==> src/rtl/feature_wb_serializer.sv <==
// Write-back serializer: buffers feature vectors in a FWFT FIFO and streams each one
// to consecutive BRAM addresses inside a circular window, LANES features per word.
module feature_wb_serializer #(
  parameter int unsigned NUM_FEAT   = 16,
  parameter int unsigned FEAT_W     = 8,
  parameter int unsigned LANES      = 4,
  parameter int unsigned FIFO_DEPTH = 4,
  parameter int unsigned ADDR_W     = 10,
  parameter int unsigned BASE_ADDR  = 0,
  parameter int unsigned ADDR_DEPTH = 1024,
  parameter int unsigned MSB_FIRST  = 1
) (
  input  logic                            clk,
  input  logic                            rst,
  input  logic [NUM_FEAT*FEAT_W-1:0]      in_vec,
  input  logic                            in_vld,
  output logic                            in_rdy,
  input  logic                            flush,
  input  logic                            bram_stall,
  output logic [ADDR_W-1:0]               bram_addr,
  output logic [LANES*FEAT_W-1:0]         bram_din,
  output logic                            bram_we,
  output logic                            vec_done,
  output logic                            addr_wrap,
  output logic [15:0]                     vec_cnt,
  output logic [$clog2(FIFO_DEPTH):0]     fifo_cnt,
  output logic                            busy
);

  localparam int unsigned BEATS  = NUM_FEAT / LANES;
  localparam int unsigned VEC_W  = NUM_FEAT * FEAT_W;
  localparam int unsigned WORD_W = LANES * FEAT_W;
  localparam int unsigned PW     = $clog2(FIFO_DEPTH);
  localparam int unsigned CW     = PW + 1;
  localparam int unsigned BW     = (BEATS > 1) ? $clog2(BEATS) : 1;

  localparam logic [ADDR_W-1:0] AddrFirst = ADDR_W'(BASE_ADDR);
  localparam logic [ADDR_W-1:0] AddrLast  = ADDR_W'(BASE_ADDR + ADDR_DEPTH - 1);
  localparam logic [BW-1:0]     BeatLast  = BW'(BEATS - 1);

  localparam logic [0:0] StIdle = 1'b0;
  localparam logic [0:0] StEmit = 1'b1;

  logic [VEC_W-1:0]  mem_q [FIFO_DEPTH];
  logic [PW-1:0]     wr_ptr_q, rd_ptr_q;
  logic [CW-1:0]     cnt_q;
  logic [0:0]        state_q, state_d;
  logic [BW-1:0]     beat_q, beat_d;
  logic [VEC_W-1:0]  shadow_q;
  logic [ADDR_W-1:0] addr_q;
  logic [15:0]       vec_cnt_q;

  logic              push, pop, has_data;
  logic [BW-1:0]     word_idx, grp;
  logic [VEC_W-1:0]  src;
  logic [WORD_W-1:0] word;

  assign has_data = (cnt_q != '0);
  assign in_rdy   = (cnt_q < CW'(FIFO_DEPTH)) && !flush;
  assign push     = in_vld && in_rdy;
  assign bram_we  = !flush && !bram_stall && ((state_q == StEmit) || has_data);
  // In IDLE the write of word 0 doubles as the FIFO pop, so vectors chain with no bubble.
  assign pop      = bram_we && (state_q == StIdle);

  assign word_idx = (state_q == StIdle) ? '0 : beat_q;
  assign grp      = (MSB_FIRST != 0) ? (BeatLast - word_idx) : word_idx;
  assign src      = (state_q == StIdle) ? mem_q[rd_ptr_q] : shadow_q;

  always_comb begin
    word = '0;
    for (int unsigned i = 0; i < BEATS; i++) begin
      if (BW'(i) == grp) word = src[i*WORD_W +: WORD_W];
    end
  end

  assign bram_din  = bram_we ? word : '0;
  assign bram_addr = addr_q;
  assign vec_done  = bram_we && (word_idx == BeatLast);
  assign addr_wrap = bram_we && (addr_q == AddrLast);
  assign vec_cnt   = vec_cnt_q;
  assign fifo_cnt  = cnt_q;
  assign busy      = (state_q == StEmit) || has_data;

  always_comb begin
    state_d = state_q;
    beat_d  = beat_q;
    if (bram_we) begin
      if (state_q == StIdle) begin
        if (BEATS > 1) begin
          state_d = StEmit;
          beat_d  = BW'(1);
        end
      end else if (beat_q == BeatLast) begin
        state_d = StIdle;
        beat_d  = '0;
      end else begin
        beat_d = beat_q + BW'(1);
      end
    end
  end

  always_ff @(posedge clk) begin
    if (push) mem_q[wr_ptr_q] <= in_vec;
  end

  always_ff @(posedge clk or posedge rst) begin
    if (rst) begin
      wr_ptr_q  <= '0;
      rd_ptr_q  <= '0;
      cnt_q     <= '0;
      state_q   <= StIdle;
      beat_q    <= '0;
      shadow_q  <= '0;
      addr_q    <= AddrFirst;
      vec_cnt_q <= '0;
    end else if (flush) begin
      wr_ptr_q  <= '0;
      rd_ptr_q  <= '0;
      cnt_q     <= '0;
      state_q   <= StIdle;
      beat_q    <= '0;
      addr_q    <= AddrFirst;
      vec_cnt_q <= '0;
    end else begin
      if (push) wr_ptr_q <= wr_ptr_q + PW'(1);
      if (pop) begin
        rd_ptr_q <= rd_ptr_q + PW'(1);
        shadow_q <= mem_q[rd_ptr_q];
      end
      cnt_q   <= cnt_q + CW'(push) - CW'(pop);
      state_q <= state_d;
      beat_q  <= beat_d;
      if (bram_we) begin
        addr_q <= (addr_q == AddrLast) ? AddrFirst : addr_q + ADDR_W'(1);
        if (vec_done) vec_cnt_q <= vec_cnt_q + 16'd1;
      end
    end
  end

endmodule

==> config.mk <==
export PLATFORM = sky130hd
export DESIGN_NAME = feature_wb_serializer
export DESIGN_NICKNAME = d
export VERILOG_FILES = /design/src/rtl/feature_wb_serializer.sv
export SDC_FILE = /design/constraint.sdc
export NUM_CORES = 1
export LEC_CHECK = 0
export CAP_MARGIN = 25
export CORE_AREA = 3 3 227 229
export CTS_CLUSTER_DIAMETER = 200
export DETAILED_ROUTE_END_ITERATION = 7
export DIE_AREA = 0 0 230 232
export PLACE_DENSITY_LB_ADDON = 0.2
export RECOVER_POWER = 25
export SLEW_MARGIN = 20
export SYNTH_ARGS = -nofsm -noshare
export SYNTH_HDL_FRONTEND = slang
export SYNTH_SLANG_ARGS = --single-unit
==> constraint.sdc <==
create_clock -name clk -period 5.14 [get_ports clk]
set_input_delay 0.514 -clock clk [delete_from_list [all_inputs] [get_ports clk]]
set_output_delay 0.514 -clock clk [all_outputs]
set_load 0.01 [all_outputs]
==> results of run 1 <==
## worst max-delay path: stages, from the launching register on
cell	delay, ns
dfrtp_4	0.60
nor4_2	0.75
inv_2	0.14
nand3_1	0.14
inv_1	0.29
buf_4	0.34
o21ai_0	0.11
a211oi_1	0.08
clkdlybuf4s50_1	0.53
## state kept, by name, summed over array words and instances (netlist names)
name	flops
mem_q	512
shadow_q	128
vec_cnt	16
bram_addr	10
fifo_cnt	3
beat_q	2
rd_ptr_q	2
wr_ptr_q	2
state_q	1
## cell usage after synthesis (3+ instances only)
| master | instances | area [sq um] |
|---|---|---|
| a21oi_1 | 9 | 45.04 |
| edfxtp_1 | 512 | 15370 |
| or3_1 | 4 | 25.02 |
| or4_1 | 5 | 37.54 |
| and3_1 | 4 | 25.02 |
| dfrtp_1 | 164 | 4104 |
| mux2i_1 | 16 | 160.2 |
| o22ai_1 | 18 | 112.6 |
| inv_1 | 15 | 56.30 |
| nand4_1 | 4 | 25.02 |
| nand2_1 | 18 | 67.56 |
| ha_1 | 8 | 100.1 |
| a211oi_1 | 18 | 135.1 |
| clkbuf_1 | 38 | 142.6 |
| xor2_1 | 4 | 35.03 |
| nor3_1 | 4 | 20.02 |
| mux4_2 | 142 | 3198 |
| buf_1 | 12 | 45.04 |
| o21ai_0 | 26 | 130.1 |
| buf_2 | 20 | 100.1 |
| or2_2 | 3 | 18.77 |
| o31ai_1 | 6 | 45.04 |
| nor2b_1 | 3 | 18.77 |
| nor4_1 | 8 | 50.05 |
| nor2_1 | 53 | 198.9 |
| nand3_1 | 11 | 55.05 |
| xnor2_1 | 13 | 113.9 |
| mux2_2 | 146 | 1644 |
## power by group through the flow
stage	Sequential, mW	Clock [mW]	Combinational [mW]
detailed placement	7.18	0	2.72
global route	7.16	5.10	2.89
CTS	7.08	4.88	2.74
global placement	7.16	0	2.67
floorplan	7.02	0	1.91
finish	7.08	4.77	2.67
## layer usage
metal	vias to the layer above	GRT usage
met2	371	0.3491
li1	5716	-
met3	81	0.04465
met5	-	0
met1	6963	0.3064
met4	16	0.05865
## worst min path at each step
stage / start / to / slack [ns]
3_5_place_dp: shadow_q[118] / shadow_q[118] / 0.49
4_1_cts: shadow_q[17] / shadow_q[17] / 0.50
6_report: rst / shadow_q[29] / 0.50
3_3_place_gp: shadow_q[100] / shadow_q[100] / 0.48
5_1_grt: shadow_q[118] / shadow_q[118] / 0.51
2_1_floorplan: shadow_q[10] / shadow_q[10] / 0.47
## cell type report
cell class / instances / area, sq um / share of cell area
clock buffers: 97 / 1997 / 0.06366
flip-flops and latches: 676 / 19490 / 0.6214
inverters: 16 / 67.56 / 0.002154
diodes: 12 / 30.03 / 0.0009574
repair buffers: 231 / 2330 / 0.07427
clock inverters: 26 / 172.7 / 0.005505
well taps: 672 / 840.8 / 0.02681
multi-input cells: 538 / 6436 / 0.2052
## cells by family after synthesis
group                      after synthesis  share of synthesized area
DFF                                    676                     0.7424
muxes                                  305                     0.1911
AOI/OAI and AO/OA                       85                    0.02036
and+or+nand+nor                        122                    0.02260
adders and majority gates                9                   0.004578
xor gates and xnor gates                17                   0.005675
buffers and inverters                   86                    0.01326
==> results.yml, run 1 <==
timing:
  final_cycle_share: 0.7962
  finalMaxSlewViolations: 0
  timing.max_slew.rel_slack: 0.3232
  clock.fmax_mhz: 244.4
  final.hold.worst_slack_ns: 0.4991
  final.min_clock_period_ns: 4.092
  setup_tns_ns: 0
  fin_skew_ns: 0.01357
  rsz_0062_raised_after_global_routing: "no"
  worst_pin_slew_ns: 1.015
  worst_path_setup_slack_after_routing_ns: 1.048
  finalHoldViolations: 0
  setup_viol_count_final: 0
floorplan:
  design.die.area_sq_mm: 0.05336
  floorplan.die.height_microns: 232
  fp.dieW_microns: 230
  design.core.area_sq_mm: 0.04986
  row_cnt: 82
  start_util: 0.5262
  ios: 199
clock_network:
  numCtsBuffers: 69
  cts.repair.resized: 0
  root_buffer: "clkbuf_16"
  clkSinkCount: 676
  clock_insertion_delay_worst_skew_ns: 0.58
  cts_htree_levels: 3
  cts_hold_buf: 0
  post_cts_buffers: 0
  cts.clk_slew.worst_paths_ns: 0.06
  cts_tree: "yes"
  bufs_on_longest_clock_path: 3
flow_run:
  cap_violations: 0
synth:
  ys_async_sr_fraction: 0.2426
  synth_flop_cell: "edfxtp_1"
  number_of_flops_mapped_to_enable_cells_by_yosys: 512
  post_synth_num_cell_types: 44
  synth_fp_nets: 1442
  synth_area_sq_mm: 0.02624
  synth.ff_latch_count: 676
  synth_warnings: 0
  synthesis.instances: 1300
  avgSynthCellArea_sq_um: 20.18
  seq_total_area_yosys: 0.7424
global_routing:
  grt_pass1_vias: 13820
  grt_remaining_overflow: 0
  maximum_number_of_pins_on_one_net_before_global_route_repair: 131
  global_route.usage.total: 0.2166
  antenna_found_initial: 22
  grt_first_pass_wirelength_microns: 86510
layout:
  final_layout_net_count: 1674
  finish.instance_area_sq_mm: 0.03137
  synthToLayoutAreaGrowth_pct: 19.55
  filler_cell_count: 3596
  layout-drive-gt1-share: 0.2753
  post_layout_nonfiller_instances: 2268
  mostFrequentLayoutCells: "512 x edfxtp_1, 159 x dfrtp_1, 146 x mux2_2"
  finish.utilization: 0.6291
  final_common_cell: "edfxtp_1"
outcome:
  run_status: "complete, no violations"
place:
  dp_hpwl_microns: 33000
  pre_cts_slack_ns: 1.454
  gpl.final_weighted_congestion: 0.7365
  placed_cell_area_sq_mm: 0.02917
  i_o_buffers: 198
  number_of_placed_cells_counting_well_taps: 2133
routing:
  pre_repair_dr_iteration_count: 5
  dr.first_iter.drc_count: 1091
  met3RoutedLength_microns: 3263
  wire_per_inst_microns: 24.79
  route.final.wire_length_microns: 56220
  m1WireLength_microns: 24170
  vias_per_cell: 5.797
  route.antenna.remaining_nets: 0
  routed.top_layer: "met5"
  drc_errors_left: 0
  met2WireLength_microns: 27780
  routed-via-count: 13150
worst_setup_path:
  reg2reg_to: "vec_cnt[15]"
  worst_setup_path_startpoint: "state_q"
  cp.required_ns: 4.63
  reg2reg_slack_ns: 2.11
  criticalPathCategory: "register to output port"
  end_kind: "output port"
  worstSetupEndpoint: "bram_din[16]"
  maximum_fanout_encountered_on_the_critical_timing_path: 16
  setup_crit_start_kind: "register"
  worstRegToRegCells: 5
  worstPathArrival_ns: 3.58
  rr_startpoint: "state_q"
power:
  p_comb_frac: 0.184
  netSwitchingFraction: 0.2483
  total_switching_power_mw: 3.606
  total_leakage_power_nw: 10.46
  ir_worst_vdd_v: 0.0002874
  total_power_mw: 14.52
  power_frac_clock: 0.328
  p_seq_frac: 0.488
  power_density_mw_per_mm2: 463.0
  internal_power_mw: 10.92
min_path:
  worst_hold_path_type: "primary input to asynchronous set/reset pin"
(Power assumes the default switching activity.)
==> inputs of run 2 (changes only) <==
--- a/config.mk
+++ b/config.mk
@@ -6,10 +6,10 @@
 export NUM_CORES = 1
 export LEC_CHECK = 0
 export CAP_MARGIN = 25
-export CORE_AREA = 3 3 227 229
+export CORE_AREA = 3 3 217 219
 export CTS_CLUSTER_DIAMETER = 200
 export DETAILED_ROUTE_END_ITERATION = 7
-export DIE_AREA = 0 0 230 232
+export DIE_AREA = 0 0 220 222
 export PLACE_DENSITY_LB_ADDON = 0.2
 export RECOVER_POWER = 25
 export SLEW_MARGIN = 20
==> constraint.sdc (replaced) <==
create_clock -name clk -period 4.26 [get_ports clk]
set_input_delay 0.426 -clock clk [delete_from_list [all_inputs] [get_ports clk]]
set_output_delay 0.426 -clock clk [all_outputs]
set_load 0.01 [all_outputs]
==> run 2 against run 1 <==
Utilization rose by 6.4 points. Clock power rose by 24%. Sequential power up 21%. Count of clock-buffer cells in the layout decreased by 4.
==> results.yml, run 2 (synthesized netlist as in run 1, its figures left out) <==
floorplan:
  start_util: 0.5794
  design.die.area_sq_mm: 0.04884
  fp.dieW_microns: 220
  floorplan.die.height_microns: 222
  row_cnt: 78
  ios: 199
  design.core.area_sq_mm: 0.04528
layout:
  layout-drive-gt1-share: 0.2804
  filler_cell_count: 2889
  finish.utilization: 0.6933
  mostFrequentLayoutCells: "512 x edfxtp_1, 159 x dfrtp_1, 146 x mux2_2"
  regMostFlops: "mem_q"
  final_common_cell: "edfxtp_1"
  largest_register_ffs: 512
  final_layout_net_count: 1676
  synthToLayoutAreaGrowth_pct: 19.66
timing:
  timing.max_slew.rel_slack: 0.3101
  clock.fmax_mhz: 255.3
  setup_viol_count_final: 0
  rsz_0062_raised_after_global_routing: "no"
  finalMaxSlewViolations: 0
  final_cycle_share: 0.9194
  setup_tns_ns: 0
  fin_skew_ns: 0.01184
  finalHoldViolations: 0
  final.min_clock_period_ns: 3.917
  worst_pin_slew_ns: 1.029
worst_setup_path:
  setup_crit_start_kind: "register"
  maximum_fanout_encountered_on_the_critical_timing_path: 31
  criticalPathCategory: "register to output port"
  worstSetupEndpoint: "bram_din[14]"
  reg2reg_slack_ns: 1.33
  worstPathArrival_ns: 3.49
  cp.required_ns: 3.83
  rr_startpoint: "state_q"
  end_kind: "output port"
  reg2reg_to: "fifo_cnt[2]"
  worst_setup_path_startpoint: "state_q"
  worstRegToRegCells: 8
clock_network:
  clock_insertion_delay_worst_skew_ns: 0.58
  bufs_on_longest_clock_path: 3
  root_buffer: "clkbuf_16"
  cts_tree: "yes"
  clkSinkCount: 676
  cts_hold_buf: 0
  cts.repair.resized: 0
  cts_htree_levels: 3
  post_cts_buffers: 0
  cts.clk_slew.worst_paths_ns: 0.06
  numCtsBuffers: 69
global_routing:
  grt_first_pass_wirelength_microns: 86190
  global_route.usage.total: 0.2376
  grt_remaining_overflow: 0
  antenna_found_initial: 20
  maximum_number_of_pins_on_one_net_before_global_route_repair: 131
  grt_pass1_vias: 13840
flow_run:
  cap_violations: 0
routing:
  route.antenna.remaining_nets: 0
  route.final.wire_length_microns: 56400
  drc_errors_left: 0
  vias_per_cell: 6.036
  routed-via-count: 13270
  pre_repair_dr_iteration_count: 5
  dr.first_iter.drc_count: 1062
  wire_per_inst_microns: 25.65
power:
  power_density_mw_per_mm2: 566.5
  ir_worst_vdd_v: 0.0003178
  total_leakage_power_nw: 10.52
place:
  gpl.final_weighted_congestion: 0.8035
  i_o_buffers: 198
  dp_hpwl_microns: 34940
min_path:
  worst_hold_path_type: "primary input to asynchronous set/reset pin"
outcome:
  run_status: "complete, no violations"
[run 2: metrics by stage]
stage	hold slack (ns)	cell area [sq um]	power, mW	instances	setup WS [ns]
2_1_floorplan	0.4750	26240	10.78	1300	0.006390
3_3_place_gp	0.4846	29130	11.94	2063	0.8698
3_5_place_dp	0.4904	29130	12.04	2063	0.8329
4_1_cts	0.2353	31370	17.93	2187	0.3278
5_1_grt	0.5080	31380	18.51	2193	0.1644
6_report	0.4885	31390	17.78	2199	0.3432
[run 2: critical path: stages, from the launching register on]
cell and delay, ns:
dfrtp_4 0.72, nor4_2 0.20, inv_2 0.13, nand3_2 0.08
inv_1 0.60, o21ai_0 0.19, a211oi_1 0.37, clkdlybuf4s50_1 0.61
[run 2: how the worst min path moves through the flow]
stage               depth (start not counted)             to  slack (ns)
detailed placement                          1  shadow_q[116]        0.49
floorplan                                   1   shadow_q[10]        0.47
global placement                            1   shadow_q[22]        0.48
CTS                                         2  shadow_q[121]        0.24
finish                                      2  shadow_q[121]        0.49
global route                                1  shadow_q[123]        0.51
[run 2: layout make-up]
class | instances | area (sq um) | area share
multi-input combinational | 538 | 6441 | 0.2052
sequential | 676 | 19490 | 0.6209
clock inverter | 31 | 276.5 | 0.008808
inverter | 16 | 61.31 | 0.001953
clock buffer | 93 | 1959 | 0.06241
timing repair buffer | 233 | 2382 | 0.07588
tap | 600 | 750.7 | 0.02391
antenna | 12 | 30.03 | 0.0009565
[run 2: layer usage]
metal	vias up	share of wire	track usage	wire, microns
met5	-	0.00083	0	47
met4	8	0.021	0.07333	1161
met2	409	0.49	0.3690	27650
li1	5728	-	-	-
met1	7031	0.42	0.3438	23660
met3	98	0.069	0.05304	3880
[run 2: power breakdown]
part           switching [mW]  leakage [nW]  internal (mW)
clock                    2.38          1.11           3.53
combinational            1.55          2.76           1.75
sequential              0.532          6.65           8.05
total                    4.46          10.5           13.3
